--- config.mk ---
export PLATFORM = sky130hd
export DESIGN_NAME = lsu_mem_master
export DESIGN_NICKNAME = d
export VERILOG_FILES = /design/src/rtl/lsu_pkg.sv /design/src/rtl/load_extend.sv /design/src/rtl/lsu_mem_master.sv
export SDC_FILE = /design/constraint.sdc
export NUM_CORES = 1
export LEC_CHECK = 0
export ABC_CLOCK_PERIOD_IN_PS = 3620
export BUFFER_PORTS_ARGS = -buffer_cell sky130_fd_sc_hd__buf_2
export CORE_MARGIN = 2
export CORE_UTILIZATION = 46
export DETAILED_ROUTE_END_ITERATION = 12
export PLACE_DENSITY = 0.73
export REMOVE_ABC_BUFFERS = 1
export SLEW_MARGIN = 40
export SYNTH_ARGS = -nofsm -noshare
export SYNTH_HDL_FRONTEND = slang
export SYNTH_SLANG_ARGS = --single-unit
--- constraint.sdc ---
create_clock -name clk -period 3.62 [get_ports clk]
set_clock_uncertainty 0.2 [all_clocks]
set_input_delay 0.362 -clock clk [delete_from_list [all_inputs] [get_ports clk]]
set_output_delay 0.362 -clock clk [all_outputs]
set_load 0.02 [all_outputs]
--- src/rtl/lsu_pkg.sv ---
// Shared encodings for the load/store memory master: access sizes, FSM states
// and the natural-alignment test.
package lsu_pkg;

    localparam logic [1:0] SZ_BYTE = 2'b00;
    localparam logic [1:0] SZ_HALF = 2'b01;
    localparam logic [1:0] SZ_WORD = 2'b10;
    localparam logic [1:0] SZ_ILL  = 2'b11;

    typedef logic [1:0] state_t;

    localparam state_t ST_IDLE   = 2'd0;
    localparam state_t ST_ACCESS = 2'd1;
    localparam state_t ST_SPLIT  = 2'd2;
    localparam state_t ST_RESP   = 2'd3;

    function automatic logic is_aligned(input logic [1:0] size, input logic [1:0] addr_lo);
        case (size)
            SZ_HALF: return ~addr_lo[0];
            SZ_WORD: return (addr_lo == 2'b00);
            default: return 1'b1;
        endcase
    endfunction

endpackage

--- src/rtl/load_extend.sv ---
// Sign/zero extension of raw little-endian load bytes to 32 bits by access size.
module load_extend
    import lsu_pkg::*;
(
    input  logic [1:0]  size_i,
    input  logic        unsigned_i,
    input  logic [31:0] raw_i,
    output logic [31:0] data_o
);

    always_comb begin
        case (size_i)
            SZ_BYTE: data_o = {{24{~unsigned_i & raw_i[7]}}, raw_i[7:0]};
            SZ_HALF: data_o = {{16{~unsigned_i & raw_i[15]}}, raw_i[15:0]};
            default: data_o = raw_i;
        endcase
    end

endmodule

--- src/rtl/lsu_mem_master.sv ---
// Load/store unit memory master: one request at a time, aligned accesses in a
// single memory cycle, misaligned ones split into byte accesses.
// Define LSU_MISALIGN_TRAP_EN to fault misaligned half/word requests instead of splitting them.
module lsu_mem_master
    import lsu_pkg::*;
#(
    parameter int ADDR_W = 32
) (
    input  logic              clk,
    input  logic              rst_n,
    input  logic              req_valid,
    output logic              req_ready,
    input  logic [ADDR_W-1:0] req_addr,
    input  logic              req_wr,
    input  logic [1:0]        req_size,
    input  logic              req_unsigned,
    input  logic [31:0]       req_wdata,
    output logic              rsp_valid,
    output logic [31:0]       rsp_rdata,
    output logic              rsp_err,
    output logic              mem_en,
    output logic              mem_wr,
    output logic [ADDR_W-1:0] mem_addr,
    output logic [1:0]        mem_length,
    output logic              mem_sign,
    output logic [31:0]       mem_wdata,
    input  logic [31:0]       mem_rdata
);

    state_t            state_q, state_d;
    logic [ADDR_W-1:0] addr_q,  addr_d;
    logic              wr_q,    wr_d;
    logic [1:0]        size_q,  size_d;
    logic              uns_q,   uns_d;
    logic [31:0]       wdata_q, wdata_d;
    logic [1:0]        idx_q,   idx_d;
    logic              err_q,   err_d;
    logic [31:0]       raw_q,   raw_d;

    logic [1:0]        split_last;
    logic [31:0]       ext_data;

    load_extend u_load_extend (
        .size_i     (size_q),
        .unsigned_i (uns_q),
        .raw_i      (raw_q),
        .data_o     (ext_data)
    );

    assign split_last = (size_q == SZ_HALF) ? 2'd1 : 2'd3;
    assign req_ready  = rst_n && (state_q == ST_IDLE);

    always_comb begin
        // NOTE: every output and next-state value gets a default here so no path
        // through the case statement can leave a latch behind.
        state_d    = state_q;
        addr_d     = addr_q;
        wr_d       = wr_q;
        size_d     = size_q;
        uns_d      = uns_q;
        wdata_d    = wdata_q;
        idx_d      = idx_q;
        err_d      = err_q;
        raw_d      = raw_q;
        rsp_valid  = 1'b0;
        rsp_err    = 1'b0;
        rsp_rdata  = '0;
        mem_en     = 1'b0;
        mem_wr     = 1'b0;
        mem_addr   = '0;
        mem_length = '0;
        mem_sign   = 1'b0;
        mem_wdata  = '0;

        case (state_q)
            ST_IDLE: begin
                if (req_valid) begin
                    addr_d  = req_addr;
                    wr_d    = req_wr;
                    size_d  = req_size;
                    uns_d   = req_unsigned;
                    wdata_d = req_wdata;
                    idx_d   = '0;
                    raw_d   = '0;
                    err_d   = 1'b0;
                    if (req_size == SZ_ILL) begin
                        err_d   = 1'b1;
                        state_d = ST_RESP;
                    end else if (!is_aligned(req_size, req_addr[1:0])) begin
`ifdef LSU_MISALIGN_TRAP_EN
                        err_d   = 1'b1;
                        state_d = ST_RESP;
`else
                        state_d = ST_SPLIT;
`endif
                    end else begin
                        state_d = ST_ACCESS;
                    end
                end
            end

            ST_ACCESS: begin
                mem_en     = 1'b1;
                mem_wr     = wr_q;
                mem_addr   = addr_q;
                mem_length = size_q;
                mem_sign   = ~uns_q;
                mem_wdata  = wdata_q;
                if (!wr_q) raw_d = mem_rdata;
                state_d    = ST_RESP;
            end

`ifndef LSU_MISALIGN_TRAP_EN
            ST_SPLIT: begin
                // Byte lanes walk upward from the base address, wrapping at the top.
                mem_en     = 1'b1;
                mem_wr     = wr_q;
                mem_addr   = addr_q + ADDR_W'(idx_q);
                mem_wdata  = {24'b0, wdata_q[{idx_q, 3'b000} +: 8]};
                if (!wr_q) raw_d[{idx_q, 3'b000} +: 8] = mem_rdata[7:0];
                if (idx_q == split_last) begin
                    state_d = ST_RESP;
                end else begin
                    idx_d = idx_q + 2'd1;
                end
            end
`endif

            ST_RESP: begin
                rsp_valid = 1'b1;
                rsp_err   = err_q;
                rsp_rdata = (wr_q || err_q) ? 32'd0 : ext_data;
                state_d   = ST_IDLE;
            end

            default: state_d = ST_IDLE;
        endcase
    end

    always_ff @(posedge clk) begin
        // NOTE: sequential state uses non-blocking assignments so every register
        // samples its pre-edge next-state value.
        if (!rst_n) begin
            state_q <= ST_IDLE;
            addr_q  <= '0;
            wr_q    <= 1'b0;
            size_q  <= '0;
            uns_q   <= 1'b0;
            wdata_q <= '0;
            idx_q   <= '0;
            err_q   <= 1'b0;
            raw_q   <= '0;
        end else begin
            state_q <= state_d;
            addr_q  <= addr_d;
            wr_q    <= wr_d;
            size_q  <= size_d;
            uns_q   <= uns_d;
            wdata_q <= wdata_d;
            idx_q   <= idx_d;
            err_q   <= err_d;
            raw_q   <= raw_d;
        end
    end

endmodule

==> summary.md <==
| Metric | Value |
|---|---|
| Post-synth EDFFs | `0` |
| Std-Cell Rows | `43` |
| Gate power share | `44.5%` |
| Final #Nets | `1153` |
| Vias in the first global route | `6106` |
| Setup TNS Final | `0 ps` |
| RePlAce Congestion | `0.8617` |
| Fmax | `310.6 MHz` |
| Worst-path maximum fanout | `49` |
| Resized cells post-CTS | `0` |
| Area leader, netlist | `dfxtp_1` |
| Initial antenna violation count | `1` |
| Pleak | `0.003419 uW` |
| CTS buffer count | `9` |
| Syn Inst Count | `873` |
| CP arrival | `2660 ps` |
| Antenna violation net count after detailed routing | `0` |
| XOR/XNOR Fraction of Synth Area | `0.2738%` |
| Req. time, crit path | `3060 ps` |
| Drt drc | `0` |
| Netlist Area Pre-Place | `6397 um2` |
| Hold Fails Final Rpt | `0` |
| Highest metal used | `met5` |
| Peak supply drop | `0.0003722 V` |
| Net Switching | `2024 uW` |
| CTS tree | `built` |
| Placed Instances | `1204` |
| Post-detail-place hpwl | `13.38 mm` |
| Detail Route met2 WL | `9.209 mm` |
| CTS H-Tree Depth | `3` |
| Worst path cell trace | `inv_1, ha_2, buf_4, and2_0, buf_4, nand3_1, o21ai_0, buf_2` |
| Post-CTS Setup Repair Bufs | `0` |
| GR Util All Layers | `25.55%` |
| Total power | `4711 uW` |
| DR vias | `6972` |
| Top-Level Pins | `207` |
| Area growth, synth to finish | `22.80%` |
| Reg2Reg Depth | `8` |
| Combinational family with the most area after synthesis | `simple AND/OR/NAND/NOR gates` |
| Post-Layout Cell Count | `1219` |
| Max-cap violations | `0` |
| Largest net degree at the start of global routing | `50` |
| R2r endpoint | `raw_q[21]` |
| Synth cell types | `60` |
| Initial Util | `46.63%` |
| Initial DRT Pass Iterations | `5` |
| Hold path depth | `3` |
| Post-synthesis mux area share | `3.755%` |
| First-pass GRT wire length | `30.51 mm` |
| Max Slew Vio Count | `0` |
| Area share of the largest cell type after synthesis | `32.86%` |
| Die area | `14870 um2` |
| GRT overflow | `0` |
| Largest cells by area after synthesis | `dfxtp_1 (33%), nand2_1 (11%), a21oi_1 (9.0%), a22oi_1 (4.1%), o21ai_0 (4.0%)` |
| Port bufs | `206` |
| Compound-Gate Fraction of Synth Area | `26.60%` |
| CP endpoint kind | `primary output` |
| Die width | `121.9 um` |
| Worst skew pair latency | `360 ps` |
| Worst hold path type | `in -> reg` |
| CTS clock-pin slew for the worst setup and hold paths | `70 ps` |
| Core Util, Final | `57.26%` |
| Layout cells sized above 1 | `25.41%` |
| Avg Cell Area, Syn | `7.328 um2` |
| CTS root buf | `clkbuf_16` |
| Number of fill cells | `1354` |
| Main synth FF type | `dfxtp_1` |
| Yosys Warn Count | `0` |
| CP max stage cell | `buf_4` |
| RSZ-0062 raised after global routing | `no` |
| Hold endpoint | `wdata_q[20]` |
| Hold wc startpoint | `req_wdata[20]` |
| Sw Ratio | `42.96%` |
| Vias per cell | `5.719` |
| Cell area power density | `599.7 nW/um2` |
| Slew @ Worst Pin | `871.6 ps` |
| Minimum clock period | `3220 ps` |
| Most used cell, CP | `buf_4` |
| Register area share after synthesis | `32.86%` |
| Final Cycle Share | `88.95%` |
| Clock Tree Buf Depth | `2` |
| Wl on met1 | `8.470 mm` |
| Met3 Wirelength | `1.463 mm` |
| Asr flop ratio synth | `0%` |
| Initial DRC count | `573` |
| Synthesized flop and latch total | `105` |
| Outcome | `finished, final reports clean` |
| Sequential Power Share | `32.5%` |
| Ant. Diodes | `0` |
| Rel. slew slack | `41.41%` |
| Internal power | `2687 uW` |
| Wirelength per Cell | `15.96 um` |
| # clock sinks | `105` |
| Core Area | `13720 um2` |
| CTS Hold Bufs | `0` |
| Reg-to-reg critical path startpoint | `state_q[0]` |
| Simple-gate share of the synthesized area | `27.30%` |
| Clk pwr share | `23.0%` |
| Critical Path Source Type | `flip-flop` |
| Routed wire length | `19.45 mm` |
| Slowest stage delay, CP | `500 ps` |
| Die height | `121.9 um` |
| Crit Path Category | `reg -> out` |
| Adder-Cell Fraction of Synth Area | `3.051%` |
| Final-report setup violation count | `0` |
| R2r setup slk | `780 ps` |
-- cell usage in the layout, fill, tap and decap left out, types with 4 or more instances in the layout --
master and n:
and3_1 40, dfxtp_1 104, o21ai_0 51, and2_1 12, o211ai_1 4, o31ai_1 6
nand4_1 6, mux2i_1 6, a21oi_1 115, nor3b_1 4, clkbuf_16 9, buf_2 206
buf_4 20, nor2_1 24, a22o_1 8, a21boi_0 5, a2bb2oi_1 10, o21ai_1 10
nand3_1 29, a22oi_1 35, mux4_2 8, a31oi_1 8, nor2b_1 18, nand2_1 192
a222oi_1 10, ha_1 11, inv_1 25
-- area by class of cell --
type | instances | area [um2] | share of cell area (%)
multi-input cells | 666 | 3925 | 49.96
flip-flops and latches | 105 | 2103 | 26.77
repair buffers | 226 | 1181 | 15.03
clock buffers | 11 | 242.7 | 3.090
well taps | 180 | 225.2 | 2.867
inverters | 27 | 101.3 | 1.290
clock inverters | 4 | 77.57 | 0.9874
-- per-stage QoR --
stage                     setup slack [ps]  cell area, um2  hold WS, ps
after floorplan                      55.73            6105        225.0
after global placement               836.9            7530        239.9
after detailed placement             798.5            7531        250.9
after CTS                            402.6            7851        25.06
after global routing                 236.6            7856        22.58
final                                400.2            7856        28.81
-- critical path, delay by kind of cell (launching register included) --
| kind | cells | cell delay (ps) |
|---|---|---|
| AND/OR/NAND/NOR | 2 | 300 |
| AO/OA/AOI/OAI | 1 | 250 |
| buffers and inverters | 4 | 1000 |
| adder cells (fa/ha/maj) | 1 | 390 |
| flip-flops | 1 | 350 |
-- layer usage --
| layer | track usage [%] | vias to the layer above |
|---|---|---|
| li1 | - | 3431 |
| met2 | 40.40 | 277 |
| met3 | 5.805 | 28 |
| met5 | 0 | - |
| met4 | 7.184 | 2 |
| met1 | 35.01 | 3234 |
-- synthesized netlist by cell type (4+ instances only) --
cell type,instances
dfxtp_1,105
a22oi_1,35
buf_1,4
a222oi_1,10
and3_1,40
nand2_1,193
clkbuf_1,66
ha_1,14
mux4_2,8
a22o_1,8
o21ai_0,51
a21oi_1,115
nor3b_1,4
inv_1,26
mux2i_1,6
a21boi_0,5
nand4_1,6
and2_1,13
o21ai_1,10
a2bb2oi_1,10
a31oi_1,8
nor2_1,24
o31ai_1,6
o211ai_1,4
nor2b_1,18
nand3_1,29
-- state kept, by name, summed over array words and instances (netlist names) --
register / cells
addr_q: 32
err_q: 1
idx_q: 2
raw_q: 32
size_q: 2
state_q: 2
uns_q: 1
wdata_q: 32
wr_q: 1
-- power groups by stage --
stage,Sequential [uW],Combinational (uW),Clock [uW]
floorplan,1510,1390,0
global placement,1540,2060,0
detailed placement,1550,2090,0
CTS,1530,2090,1090
global route,1560,2320,1140
finish,1530,2100,1080
-- cells by family after synthesis --
group / Yosys count
adder cells (fa/ha/maj): 15
flip-flops: 105
buffers and inverters: 102
AND/OR/NAND/NOR: 357
AO/OA/AOI/OAI: 278
XOR/XNOR: 2
multiplexers: 14
-- how the worst max path moves through the flow --
stage               start            to  slack, ps  depth (start not counted)
2_1_floorplan  state_q[0]  mem_addr[31]         60                          6
3_3_place_gp    addr_q[1]  mem_addr[19]        840                          7
3_5_place_dp   state_q[1]  mem_addr[19]        800                          7
4_1_cts        state_q[0]  mem_addr[19]        400                          7
5_1_grt         addr_q[1]  mem_addr[19]        240                          7
6_report       state_q[0]  mem_addr[21]        400                          8
Note: power is estimated with default switching activity, not from simulation.
